<file path="src/rtl/uart_rx.sv">
// uart_rx: standalone 8N1 UART receiver with mid-bit sampling.
//
// The serial input is synchronised and then sampled in the middle of each
// bit. A low pulse shorter than half a bit is rejected as a glitch. A stop
// bit sampled low is reported as a framing error. The receiver then waits in
// BREAK until the line returns high.
//
// Ports:
//   ipClk         system clock
//   ipReset       asynchronous active-low reset
//   ipRx          serial data in, idle high, asynchronous to ipClk
//   opRxData      last correctly received byte, held until the next good frame
//   opRxValid     one-cycle strobe; opRxData is valid in that cycle
//   opFrameError  one-cycle strobe; the stop bit was sampled low
//   opBusy        high from start-bit detection until the return to IDLE
//   opParityError one-cycle strobe on a parity mismatch (UART_RX_PARITY_EN only)
//
// Optional feature: define UART_RX_PARITY_EN for 8E1 framing. With the macro
// defined, an even-parity bit follows data bit 7 and opParityError is added.

module uart_rx #(
    parameter int CLK_HZ = 50000000,
    parameter int BAUD   = 115200
) (
    input  logic       ipClk,
    input  logic       ipReset,
    input  logic       ipRx,
    output logic [7:0] opRxData,
    output logic       opRxValid,
    output logic       opFrameError,
`ifdef UART_RX_PARITY_EN
    output logic       opParityError,
`endif
    output logic       opBusy
);

    localparam int CLKS_PER_BIT = CLK_HZ / BAUD;
    localparam int HALF         = CLKS_PER_BIT / 2;
    localparam int CW           = $clog2(CLKS_PER_BIT);

    typedef enum logic [2:0] {
        IDLE,
        START,
        DATA,
`ifdef UART_RX_PARITY_EN
        PARITY,
`endif
        STOP,
        BREAK
    } stateT;

    stateT         state, nextState;
    logic          rxMeta, rxS;
    logic [CW-1:0] cnt;
    logic [2:0]    bitIdx;
    logic [7:0]    shiftReg;
    logic          cntClr, shiftEn, frameGood, frameBad;
`ifdef UART_RX_PARITY_EN
    logic          parSample, parBad;
`endif

    // Both flops reset to 1 so that reset does not look like a start bit.
    always_ff @(posedge ipClk or negedge ipReset) begin
        if (!ipReset) begin
            rxMeta <= 1'b1;
            rxS    <= 1'b1;
        end else begin
            rxMeta <= ipRx;
            rxS    <= rxMeta;
        end
    end

    // The counter restarts at every sample point. In START it counts half a
    // bit. In later states it counts whole bits, so every later sample lands
    // mid-bit.
    always_comb begin
        nextState = state;
        cntClr    = 1'b0;
        shiftEn   = 1'b0;
        frameGood = 1'b0;
        frameBad  = 1'b0;
`ifdef UART_RX_PARITY_EN
        parSample = 1'b0;
`endif
        case (state)
            IDLE: begin
                cntClr = 1'b1;
                if (!rxS) nextState = START;
            end
            START: begin
                if (cnt == CW'(HALF - 1)) begin
                    cntClr    = 1'b1;
                    nextState = rxS ? IDLE : DATA;
                end
            end
            DATA: begin
                if (cnt == CW'(CLKS_PER_BIT - 1)) begin
                    cntClr  = 1'b1;
                    shiftEn = 1'b1;
`ifdef UART_RX_PARITY_EN
                    if (bitIdx == 3'd7) nextState = PARITY;
`else
                    if (bitIdx == 3'd7) nextState = STOP;
`endif
                end
            end
`ifdef UART_RX_PARITY_EN
            PARITY: begin
                if (cnt == CW'(CLKS_PER_BIT - 1)) begin
                    cntClr    = 1'b1;
                    parSample = 1'b1;
                    nextState = STOP;
                end
            end
`endif
            STOP: begin
                if (cnt == CW'(CLKS_PER_BIT - 1)) begin
                    cntClr = 1'b1;
                    if (rxS) begin
                        frameGood = 1'b1;
                        nextState = IDLE;
                    end else begin
                        frameBad  = 1'b1;
                        nextState = BREAK;
                    end
                end
            end
            BREAK: begin
                // Hold off start detection until the line has gone high again.
                cntClr = 1'b1;
                if (rxS) nextState = IDLE;
            end
            default: begin
                cntClr    = 1'b1;
                nextState = IDLE;
            end
        endcase
    end

    always_ff @(posedge ipClk or negedge ipReset) begin
        if (!ipReset) begin
            state        <= IDLE;
            cnt          <= '0;
            bitIdx       <= '0;
            shiftReg     <= '0;
            opRxData     <= '0;
            opRxValid    <= 1'b0;
            opFrameError <= 1'b0;
`ifdef UART_RX_PARITY_EN
            parBad        <= 1'b0;
            opParityError <= 1'b0;
`endif
        end else begin
            state        <= nextState;
            cnt          <= cntClr ? '0 : cnt + 1'b1;
            opRxValid    <= 1'b0;
            opFrameError <= 1'b0;
            if (state == IDLE)
                bitIdx <= '0;
            else if (shiftEn)
                bitIdx <= bitIdx + 1'b1;
            if (shiftEn)
                shiftReg <= {rxS, shiftReg[7:1]};   // LSB arrives first
`ifdef UART_RX_PARITY_EN
            opParityError <= 1'b0;
            // Even parity: data bits plus the parity bit must XOR to 0.
            if (parSample)
                parBad <= (^shiftReg) ^ rxS;
            if (frameGood) begin
                if (parBad) begin
                    opParityError <= 1'b1;
                end else begin
                    opRxValid <= 1'b1;
                    opRxData  <= shiftReg;
                end
            end
`else
            if (frameGood) begin
                opRxValid <= 1'b1;
                opRxData  <= shiftReg;
            end
`endif
            if (frameBad)
                opFrameError <= 1'b1;
        end
    end

    assign opBusy = (state != IDLE);

endmodule

</file>
<file path="config.mk">
export PLATFORM = sky130hd
export DESIGN_NAME = uart_rx
export DESIGN_NICKNAME = d
export VERILOG_FILES = /design/src/rtl/uart_rx.sv
export SDC_FILE = /design/constraint.sdc
export NUM_CORES = 1
export LEC_CHECK = 0
export ABC_CLOCK_PERIOD_IN_PS = 3400
export CELL_PAD_IN_SITES_DETAIL_PLACEMENT = 1
export CELL_PAD_IN_SITES_GLOBAL_PLACEMENT = 1
export CORE_ASPECT_RATIO = 0.8
export CORE_MARGIN = 2
export CORE_UTILIZATION = 38
export CTS_CLUSTER_SIZE = 8
export DETAILED_ROUTE_END_ITERATION = 6
export GPL_TIMING_DRIVEN = 0
export PLACE_DENSITY_LB_ADDON = 0.3
export SLEW_MARGIN = 20
export SYNTH_ARGS = -nofsm -noshare
export SYNTH_HDL_FRONTEND = slang
export SYNTH_SLANG_ARGS = --single-unit
</file>
<file path="constraint.sdc">
create_clock -name ipClk -period 3.4 [get_ports ipClk]
set_clock_uncertainty 0.05 [all_clocks]
set_input_delay 0.51 -clock ipClk [delete_from_list [all_inputs] [get_ports ipClk]]
set_output_delay 0.51 -clock ipClk [all_outputs]
set_load 0.02 [all_outputs]
</file>
## Word level (Yosys, flattened, before mapping)

Cells that the tools add are included.

| word-level totals | value |
|---|---|
| register bits | 35 |
| input bits | 3 |
| output and inout bits | 11 |
| word-level logic and storage cells | 53 |

| operators by class | value |
|---|---|
| $add $sub $neg | 2 |
| equality and inequality tests | 13 |
| mux-type cells | 24 |
| reductions and logical operators | 5 |

Operators by type and width:

| operator | number |
|---|---|
| 3-bit 2-to-1 mux | 9 |
| 3-bit case mux with 5 select lines | 1 |
| 2-bit inequality test (second input constant) | 6 |
| 1-bit 2-to-1 mux | 11 |
| 9-bit by 1-bit adder with 9-bit output (second input constant) | 1 |
| 9-bit by 8-bit == test with 1-bit output (second input constant) | 1 |
| 9-bit == test (second input constant) | 1 |
| 9-bit 2-to-1 mux | 1 |
| 3-bit by 2-bit == test with 1-bit output (second input constant) | 2 |
| 3-bit == test (second input constant) | 2 |
| 6-bit AND reduction | 1 |
| 3-bit by 1-bit adder with 3-bit output (second input constant) | 1 |
| 3-bit by 1-bit == test with 1-bit output (second input constant) | 1 |
| 3-bit zero test | 1 |
| 3-bit nonzero test | 1 |
| 2-bit 2-to-1 mux | 1 |
| 1-bit case mux with 2 select lines | 1 |
| 2-bit nonzero test | 1 |
| 2-bit OR reduction | 1 |

## Logic depth before layout (Yosys ltp)

| logic depth | value |
|---|---|
| depth after elaboration | 5 |
| depth in mapped cells | 7 |
| gate-level depth less buffers | 6 |

## Least setup slack after synthesis

OpenSTA, ideal clock, no wires.

| timing path | value |
|---|---|
| kind | register to register |
| start | reg cnt[1] |
| end | reg opRxData[0] |
| library setup time | 0.125 ns |
| data arrival time | 1.544 ns |
| data required time | 3.225 ns |
| path slack | 1.681 ns |
| cell stages (with the launch flop) | 8 |
| buffers on the path | 1 |
| period minus slack after synthesis | 1.719 ns |
| path through | dfrtp_1 -> inv_1 -> ha_1 -> and2b_1 -> and3_4 -> and4_4 -> buf_12 -> mux2_4 |

| on the way | value |
|---|---|
| longest elaborated chain between the ends | 3 |

RTL lines:

| element | line | RTL |
|---|---|---|
| start, declared | 54 | `logic [CW-1:0] cnt;` |
| start signal, assigned | 155 | `cnt <= cntClr ? '0 : cnt + 1'b1;` |
| 9-bit == test | 117 | `if (cnt == CW'(CLKS_PER_BIT - 1)) begin` |
| 1-bit 2-to-1 mux | 117 |  |
| 1-bit 2-to-1 mux | 85 | `case (state)` |
| net frameGood | 57 | `logic cntClr, shiftEn, frameGood, frameBad;` |
| end signal, assigned | 180 | `opRxData <= shiftReg;` |
| end, declared | 28 | `output logic [7:0] opRxData,` |

The timed path passes the listed nets, and every way through them passes these cells.
A chain may end at the register's enable or synchronous reset.

## Worst setup path in the final report

| timing path | value |
|---|---|
| start | reg state[0] |
| end | out opBusy |

| on the way | value |
|---|---|
| longest elaborated chain between the ends | 1 |

RTL lines:

| element | line | RTL |
|---|---|---|
| start, declared | 52 | `stateT state, nextState;` |
| start signal, assigned | 154 | `state <= nextState;` |
| 3-bit nonzero test | 188 | `assign opBusy = (state != IDLE);` |
| end, declared | 34 | `output logic opBusy` |

Every way passes these cells.

==> impl_results.md <==
* Die Area at 4640 µm²
* Quantity of gates resized following cts at 0
* CP cell instances: buf_2, nor3_1, inv_1, clkdlybuf4s50_1
* Initial antenna violation count at 0
* Ratio of cells with drive above 1 in the final layout at 0.229
* Cell taking the most area after synthesis: dfrtp_1
* Commonest non-fill, non-tap cell in the layout: dfrtp_1
* Worst Tran Pin Value at 424 ps
* Clock-pin slew on the worst setup and hold paths at 70 ps
* Max_slew headroom at 0.715
* # setup viols final at 0
* Yosys reg bits at 35
* IO Count at 14
* Fin crit period at 2340 ps
* Hold Crit Class: in -> async
* Yosys top cell area share at 0.529
* Worst Setup End Kind: output port
* Nets at 151
* Warnings from Yosys at 0
* First-pass GRT wire length at 4920 µm
* Mapped Cells at 122
* RSZ-0062 raised after global routing: false
* Post-CTS setup buffers at 0
* Area of the core at 3880 µm²
* Hold_ws at 116 ps
* Total Routing Usage GR at 0.148
* CTS tree: done
* Total Power at 758 µW
* Antenna viol nets, final at 0
* CTS Buffer Depth at 2
* Worst-skew pair later-pin latency at 280 ps
* Dpl cell area at 1780 µm²
* Worst VDD drop at 186 µV
* CTS Buf Count at 5
* Synth area leaders: dfrtp_1 53%, mux2_4 7.7%, mux2_2 5.1%
* Standard-cell rows at 20
* Critical-path maximum fanout at 9
* DR pass1 iterations at 4
* Residual DRC count at 0
* Gpl congestion at 0.743
* DP HPWL at 1990 µm
* Status: complete, no violations
* Post-route clock period utilization at 0.688
* Vias at 955
* Worst endpoint required time at 2840 ps
* Worst path max stage delay at 550 ps
* Synthesized cell area at 1560 µm²
* LEAKAGE at 0.886 nW
* Total congestion overflow at 0
* Die Width at 75.6 µm
* Finished Cell Area at 1880 µm²
* # clock sinks at 35
* PortBufs at 13
* Most frequent cells in the layout: 33 x dfrtp_1, 16 x nor2_1, 12 x clkdlybuf4s50_1, 8 x mux2_4
* Max Clock Freq at 428 MHz
* Pins Over Slew Limit at 0
* Routed len/inst at 14.2 µm
* Critical path startpoint category: flop
* Post-Syn Nets at 130
* Slowest cell on crit path: clkdlybuf4s50_1
* H-tree Lvls at 2
* Max-cap violations at 0
* Power per Cell Area at 403 nW/µm²
* Setup TNS at 0 ps
* # diodes at 0
* # hold bufs at CTS at 0
* Vias in the first global route at 1047
* Routed wire length at 2820 µm
* Final Hold Vio Count at 0
* Netlist cell types at 34
* Crit path kind: reg -> out
* Root buffer cell: clkbuf_8
* Initial core utilization at 0.402
* Via density at 4.80
* Syn Area/Cell at 12.8 µm²
* Largest net degree at the start of global routing at 20
* CP Data Arrival Time at 1780 ps
* Layout area overhead at 20.6%
* Post-synthesis sequential area ratio at 0.563
* Iter 0 DRT Violations at 55
* Die height at 61.3 µm
-- where the power goes --
group	total (mW)	leakage [nW]	switching [mW]	internal, mW
registers	0.419	0.467	0.000984	0.418
clock network	0.325	0.0515	0.140	0.185
logic	0.0136	0.367	0.00890	0.00469
-- Yosys cell counts, drive strengths merged --
master,number
buf,3
nor2,16
nand4,1
mux2i,2
nand4b,1
ha,5
xor2,3
a31oi,1
and4,1
a311oi,1
xnor2,5
nand2,4
nand3,4
o21ai,2
nor2b,1
nor3,2
o211ai,1
a211oi,1
dfrtp,33
nand4bb,1
a21oi,2
and3,4
inv,5
mux2,15
and4b,1
and2b,2
dfstp,2
nor3b,1
a21boi,2
-- stage by stage --
step | setup WS [ps] | util | std cells
after floorplan | 1680 | - | 122
after global placement | 1050 | 0.454 | 190
after detailed placement | 1330 | 0.459 | 191
after CTS | 1020 | 0.485 | 199
after global routing | 903 | 0.485 | 199
final | 1060 | 0.485 | 199
-- cells by family (layout without fill, tap and decap cells) --
family          after synthesis  count (layout)  share of synthesized area
xor+xnor                      8               8                     0.0449
compound gates               10              10                     0.0441
buf+inv                       8              30                     0.0313
simple gates                 39              39                      0.136
mux                          17              17                      0.140
fa+ha+maj                     5               5                     0.0401
flops                        35              35                      0.563
-- state kept, by name (all words and copies together) (netlist names) --
name	cells
opFrameError	1
rxMeta	1
cnt	9
state	3
shiftReg	8
bitIdx	3
opRxValid	1
rxS	1
opRxData	8
-- critical path: cells and delay by family (launching register included) --
kind	cells	cell delay (ps)
buffers and inverters	3	800
and+or+nand+nor	1	350
DFF	1	360
-- metal layers --
metal | routed length, µm | part of all wire | GRT usage | up-vias
met2 | 1320 | 0.47 | 0.236 | 11
met1 | 1390 | 0.49 | 0.190 | 484
met5 | 0 | 0 | 0 | -
li1 | - | - | - | 458
met3 | 91 | 0.032 | 0.0442 | 2
met4 | 17 | 0.0060 | 0.0602 | 0
-- final cells by class --
cell class	instances	area, µm²
well taps	55	68.8
repair buffers	14	153
multi-input cells	79	633
plain buffers	3	30.0
inverters	5	18.8
fillers	418	2000
flip-flops and latches	35	878
clock buffers	8	100
-- final timing paths --
check,start,to,slack (ps),cells after the start
setup / recovery,state[0],opBusy,1060,4
hold / removal,ipReset,opRxData[6],120,1
setup reg to reg,cnt[1],opRxData[1],1560,7
hold reg to reg,rxMeta,rxS,310,0
min in group ipClk,rxMeta,rxS,310,0
max in group asynchronous,ipReset,opRxData[3],2750,2
(Power assumes the default switching activity.)
